<file path="src/rtl/program_counter.sv">
// program_counter: Hack CPU program counter. Each clock edge it loads a jump target, increments, or holds; reset is asynchronous.
module program_counter #(
    parameter int               WIDTH       = 16,
    parameter logic [WIDTH-1:0] RESET_VALUE = '0
) (
    input  logic             clk,
    input  logic             reset,
    input  logic [WIDTH-1:0] in,
    input  logic             load,
    input  logic             inc,
    output logic [WIDTH-1:0] out
);
    logic [WIDTH-1:0] r_pc;
    logic [WIDTH-1:0] w_next;
    // next PC: load beats increment beats hold; increment wraps modulo 2**WIDTH
    always_comb w_next = load ? in : inc ? r_pc + WIDTH'(1) : r_pc;
    // PC register; asynchronous reset discards any load/inc pending in the same cycle
    always_ff @(posedge clk or posedge reset)
        if (reset) r_pc <= RESET_VALUE;
        else       r_pc <= w_next;
    assign out = r_pc;
endmodule

</file>
<file path="config.mk">
export PLATFORM = sky130hd
export DESIGN_NAME = program_counter
export DESIGN_NICKNAME = d
export VERILOG_FILES = /design/src/rtl/program_counter.sv
export SDC_FILE = /design/constraint.sdc
export NUM_CORES = 1
export LEC_CHECK = 0
export CORE_MARGIN = 3
export CORE_UTILIZATION = 30
export CTS_CLUSTER_DIAMETER = 50
export DETAILED_ROUTE_END_ITERATION = 10
export HOLD_SLACK_MARGIN = 0.08
export SLEW_MARGIN = 10
export SYNTH_ARGS = -nofsm -noshare
export SYNTH_HDL_FRONTEND = slang
export SYNTH_SLANG_ARGS = --single-unit
</file>
<file path="constraint.sdc">
create_clock -name clk -period 2.8 [get_ports clk]
set_input_delay 0.28 -clock clk [delete_from_list [all_inputs] [get_ports clk]]
set_output_delay 0.28 -clock clk [all_outputs]
set_load 0.02 [all_outputs]
</file>
==> flow_summary.toml <==
[global_route]
grt_pass1_vias = 785
grt_busiest_layer = "met2"
grt_remaining_overflow = 0
groute.layer.met1.usage = 0.178
antenna_found_initial = 0
grt_max_degree = 20
met2_usage = 0.202
use_met3 = 0.0231
grt.total_usage = 0.133
grt_pass1_wl_um = 3630

[routing]
avgRoutedWirePerCell_um = 13.2
drc = 0
drtPass1Iterations = 4
wl_um = 2210
drt_iter0_drc = 35
avgViaCountPerCell = 4.98
ant_nets = 0
vias = 837

[die]
initial_utilization = 0.324
io_pins = 36
die-area_mm2 = 0.00378
rows = 19
die_x_um = 61.5
chipHeight_um = 61.5
core_mm2 = 0.00285

[worst_setup_path]
crit_path_start = "out[3]$_DFFE_PP0P_"
cp-start-kind = "flip-flop"
crit_type = "flip-flop to output pin"
regToRegEndpoint = "out[15]$_DFFE_PP0P_"
regToRegStartpoint = "out[3]$_DFFE_PP0P_"
worstSetupEndpointType = "output pin"
crit_path_max_incr_delay_ns = 0.66
worst-path-buf-inv = 1
required_ns = 2.52
cp_top_family = "buffers and inverters"
ff2ff_setup_slack_ns = 1.23
crit_slowest_cell = "clkdlybuf4s50_1"
cp_max_fo = 5
worstPathCellList = "clkdlybuf4s50_1"
arrival_ns = 1.45
reg2reg_depth = 4

[worst_hold_path]
holdCritPathClass = "input pin to async pin"

[power]
pwr-share-seq = 0.464
p_switching_w = 0.000197
power_frac_clock = 0.253
switching_share = 0.315
p_per_area_mw_per_mm2 = 467
ir_drop_uv = 164
p_int_w = 0.000428
combPwrFrac = 0.283
leakage_nw = 0.506

[timing]
finalCriticalPeriod_ns = 1.73
worst_pin_slew_ns = 0.645
setup_tns_ns = 0
finalMaxSlewViolations = 0
clock.fmax_mhz = 576
hold_viol = 0
finClkSkew_ns = 0.00952
setup_viol = 0
grt_setup_unrepaired = "no"
slew_headroom = 0.569
period_share = 0.620

[final_layout]
area_growth_syn_to_layout_pct = 45.1
largest_register_ff_count = 16
antenna_cells = 0
layout_common_cells = "clkdlybuf4s50_1 (35), nand2_1 (19), dfrtp_1 (16), o21ai_0 (12), xnor2_1 (7)"
drive_gt1_frac = 0.0730
finalNetCount = 159
final_common_cell = "clkdlybuf4s50_1"
layout.cells.non_filler = 168

[clocking]
htreeDepth = 1
clk_path_buf_depth = 2
cts_hold_buf = 0
clock_latency_ns = 0.30
cts.sinks = 16
root_buffer = "clkbuf_4"
cts_resized = 0
cts_setup_buffers = 0
cts_tree = "yes"
path_clk_slew_ns = 0.10
cts_buffers = 3

[synth]
ys_seq_elements = 16
synth_cell_types = 24
synth_seq_area_share = 0.434
synth_top_cell_area_share = 0.434
yosysTopAreaCell = "dfrtp_1"
synthCells = 101
synthesis.area_um2 = 923
yosysWarnings = 0
syn_avg_cell_area_um2 = 9.14
synth_fp_nets = 122
synth.area.top_cells = "dfrtp_1 (43%), nand2_1 (7.7%), xnor2_1 (6.6%)"

[place]
dp.cells = 164
gp_congestion = 0.734
dp_hpwl_um = 1700
port_buffers = 35

[job]
drv_cap = 0

[outcome]
run_status = "completed"
## how the worst max path moves through the flow
| stage | endpoint | slack, ns | cells past startpoint |
|---|---|---|---|
| 6_report | out[3] | 1.07 | 1 |
| 5_1_grt | out[3] | 1.01 | 1 |
| 4_1_cts | out[3] | 1.05 | 1 |
| 3_5_place_dp | out[13]$_DFFE_PP0P_ | 0.91 | 5 |
| 3_3_place_gp | out[13]$_DFFE_PP0P_ | 0.94 | 5 |
| 2_1_floorplan | out[14]$_DFFE_PP0P_ | 1.25 | 5 |
## per-layer routing
layer  part of all wire  vias up
met5                  0        -
met1               0.46      380
met4              0.025        0
li1                   -      427
met3              0.064        5
met2               0.45       25
## through the flow
step / util / power, W / hold WS (ns) / worst slack [ns] / instance area [um2]
4_1_cts: 0.470 / 0.000632 / 0.385 / 1.05 / 1340
3_5_place_dp: 0.457 / 0.000474 / 0.613 / 0.909 / 1300
2_1_floorplan: - / 0.000380 / 0.194 / 1.25 / 923
5_1_grt: 0.470 / 0.000660 / 0.423 / 1.01 / 1340
3_3_place_gp: 0.457 / 0.000471 / 0.623 / 0.940 / 1300
6_report: 0.470 / 0.000625 / 0.360 / 1.07 / 1340
## cell families (layout without fill, tap and decap cells)
family | after synthesis | in the layout | share of synthesized area
simple gates | 45 | 45 | 0.274
flops | 16 | 16 | 0.434
mux | 4 | 4 | 0.0447
buf+inv | 8 | 44 | 0.0339
xor+xnor | 12 | 12 | 0.114
fa+ha+maj | 1 | 1 | 0.0135
compound gates | 15 | 15 | 0.0867
## synth_stat cells
| cell type | number |
|---|---|
| nand2_1 | 19 |
| dfrtp_1 | 16 |
| o21ai_0 | 12 |
| xnor2_1 | 7 |
| nand3_1 | 5 |
| xor2_1 | 5 |
| inv_1 | 4 |
| nand4_1 | 4 |
| nor4_1 | 4 |
| mux2i_1 | 3 |
| nor2_1 | 3 |
| nor4_2 | 3 |
| clkbuf_1 | 2 |
| nor2b_1 | 2 |
| nor3_1 | 2 |
| o21ai_1 | 2 |
| a221o_1 | 1 |
| and3_1 | 1 |
| buf_1 | 1 |
| buf_2 | 1 |
| ha_1 | 1 |
| mux2_2 | 1 |
| nand4_4 | 1 |
| nor3b_1 | 1 |
## layout make-up
type | instances | area (um2)
flip-flops and latches | 16 | 400
repair buffers | 36 | 358
well taps | 31 | 38.8
fillers | 290 | 1510
multi-input cells | 77 | 492
clock buffers | 4 | 36.3
inverters | 4 | 15.0
## power by group through the flow
stage               Sequential, W  Combinational, W  Clock [W]
floorplan                0.000319         0.0000611          0
global placement         0.000294          0.000177          0
detailed placement       0.000295          0.000179          0
CTS                      0.000290          0.000180   0.000162
global route             0.000295          0.000195   0.000170
finish                   0.000290          0.000177   0.000158
Power figures use the tool's default switching activity.
==> edit (config.mk and constraints unchanged) <==
Put one more register stage on the output `out`, cleared by the reset. The value now appears one clock later.
--- a/src/rtl/program_counter.sv
+++ b/src/rtl/program_counter.sv
@@ -18,6 +18,12 @@
     always_ff @(posedge clk or posedge reset)
         if (reset) r_pc <= RESET_VALUE;
         else       r_pc <= w_next;
-    assign out = r_pc;
+    always_ff @(posedge clk or posedge reset) begin
+        if (reset) begin
+            out <= '0;
+        end else begin
+            out <= r_pc;
+        end
+    end
 endmodule
 
Check against the original RTL: not equivalent (Yosys sat finds a counterexample within 4 cycles, from zero or initial values and one cycle with reset high).
==> edit against the unedited design <==
  * Synthesized area up 42%
  * Synthesized cell count up 17%
  * Worst setup slack worse by 0.21 ns
  * Utilization down 2.7 points
  * Critical endpoint is now r_pc[13]
  * Fmax down 11%
  * Routed wire length up 26%
  * Cell area up 36%
  * Sequential cell count up 16
  * Power up 83%
  * Largest cell class is now flip-flops and latches
  * Critical path depth up 4
==> edit: results (changes against the unedited design) <==
{
  "outcome": {"value": "finished, final reports clean"},
  "synth_nets": {"value": 139, "change": "+14%"},
  "endpoint": {"value": "r_pc[13]"},
  "detailedRoute.firstIterationViolations": {"value": 56, "change": "+60%"},
  "synthesized_area_fraction_occupied_by_adder_cells": {"value": 0.956, "unit": "%", "change": "-0.40 points"},
  "setup.worst_path.start": {"value": "inc"},
  "worst_skew_late_latency": {"value": 0.28, "unit": "ns", "change": "-0.02 ns"},
  "r2r-end": {"value": "r_pc[13]"},
  "grt_util_all_layers": {"value": 12.1, "unit": "%", "change": "-1.2 points"},
  "worst-path-max-fanout": {"value": 7, "change": "+2"},
  "power_sequential": {"value": 0.000548, "unit": "W", "change": "+89%"},
  "avgRoutedWirePerCell": {"value": 13.3, "unit": "um", "change": "+1.0%"},
  "p_sw": {"value": 0.000280, "unit": "W", "change": "+42%"},
  "vdd_ir_drop_max": {"value": 292, "unit": "uV", "change": "+78%"},
  "layout-area-overhead-vs-synth": {"value": 39.2, "unit": "%"},
  "post_synth_xor_area_fraction": {"value": 7.36, "unit": "%", "change": "-4.0 points"},
  "clkTransAtPathRegs": {"value": 0.06, "unit": "ns", "change": "-0.04 ns"},
  "portion_of_netlist_area_occupied_by_mux_cells": {"value": 0.765, "unit": "%", "change": "-3.7 points"},
  "met2_usage": {"value": 20.3, "unit": "%", "change": "+0.13 points"},
  "cts.htree.levels": {"value": 2, "change": "+1"},
  "post_dp_cell_area": {"value": 1710, "unit": "um^2", "change": "+31%"},
  "worst-slew-pin-transition": {"value": 0.496, "unit": "ns", "change": "-0.150 ns"},
  "routabilityCongestion": {"value": 0.737, "change": "+0.53%"},
  "use_met1": {"value": 14.0, "unit": "%", "change": "-3.8 points"},
  "synth_compound_area_share": {"value": 8.32, "unit": "%", "change": "-0.35 points"},
  "clock_skew": {"value": 0.00177, "unit": "ns", "change": "-0.00775 ns"},
  "first_pass_grt_wire_length": {"value": 4.81, "unit": "mm", "change": "+33%"},
  "timing.rr.start": {"value": "r_pc[5]"},
  "synth.yosys.seq_area_share": {"value": 61.2, "unit": "%", "change": "+18 points"}
}
## edit: how the worst min path moves through the flow
stage                    to     start  slack, ns
global route        out[15]  r_pc[15]       0.42
floorplan           out[15]  r_pc[15]       0.37
global placement    out[15]  r_pc[15]       0.39
CTS                  out[6]     reset       0.41
finish               out[6]     reset       0.40
detailed placement  out[15]  r_pc[15]       0.39
## edit: worst max-delay path: stages
cell and delay [ns]:
sky130_fd_sc_hd__clkdlybuf4s50_1 0.66, sky130_fd_sc_hd__nand3_4 0.12, sky130_fd_sc_hd__or3_4 0.39, sky130_fd_sc_hd__or4_1 0.51
sky130_fd_sc_hd__a31oi_1 0.18
## edit: final cells by class
| type | instances | area share (%) |
|---|---|---|
| Clock inverter | 2 | 1.92 |
| Clock buffer | 6 | 3.98 |
| Sequential cell | 32 | 44.0 |
| Multi-Input combinational cell | 76 | 25.4 |
| Timing Repair Buffer | 37 | 20.1 |
| Inverter | 6 | 1.24 |
| Tap cell | 50 | 3.43 |
## edit: per-stage QoR
stage / setup slack [ns] / cells
finish: 0.853 / 209
floorplan: 1.18 / 118
global placement: 0.620 / 201
global route: 0.765 / 209
detailed placement: 0.561 / 201
CTS: 0.850 / 209
## edit: kinds of logic (layout without fill, tap and decap cells)
family                     count (synthesis)  count (layout)
and+or+nand+nor                           45              45
DFF                                       32              32
AOI/OAI and AO/OA                         18              18
xor gates and xnor gates                  11              11
buffers and inverters                     10              51
adders and majority gates                  1               1
muxes                                      1               1
## edit: layer usage
| metal | wire length (um) | vias to the layer above |
|---|---|---|
| met4 | 47 | 0 |
| li1 | - | 484 |
| met2 | 1400 | 27 |
| met5 | 0 | - |
| met1 | 1180 | 473 |
| met3 | 155 | 5 |
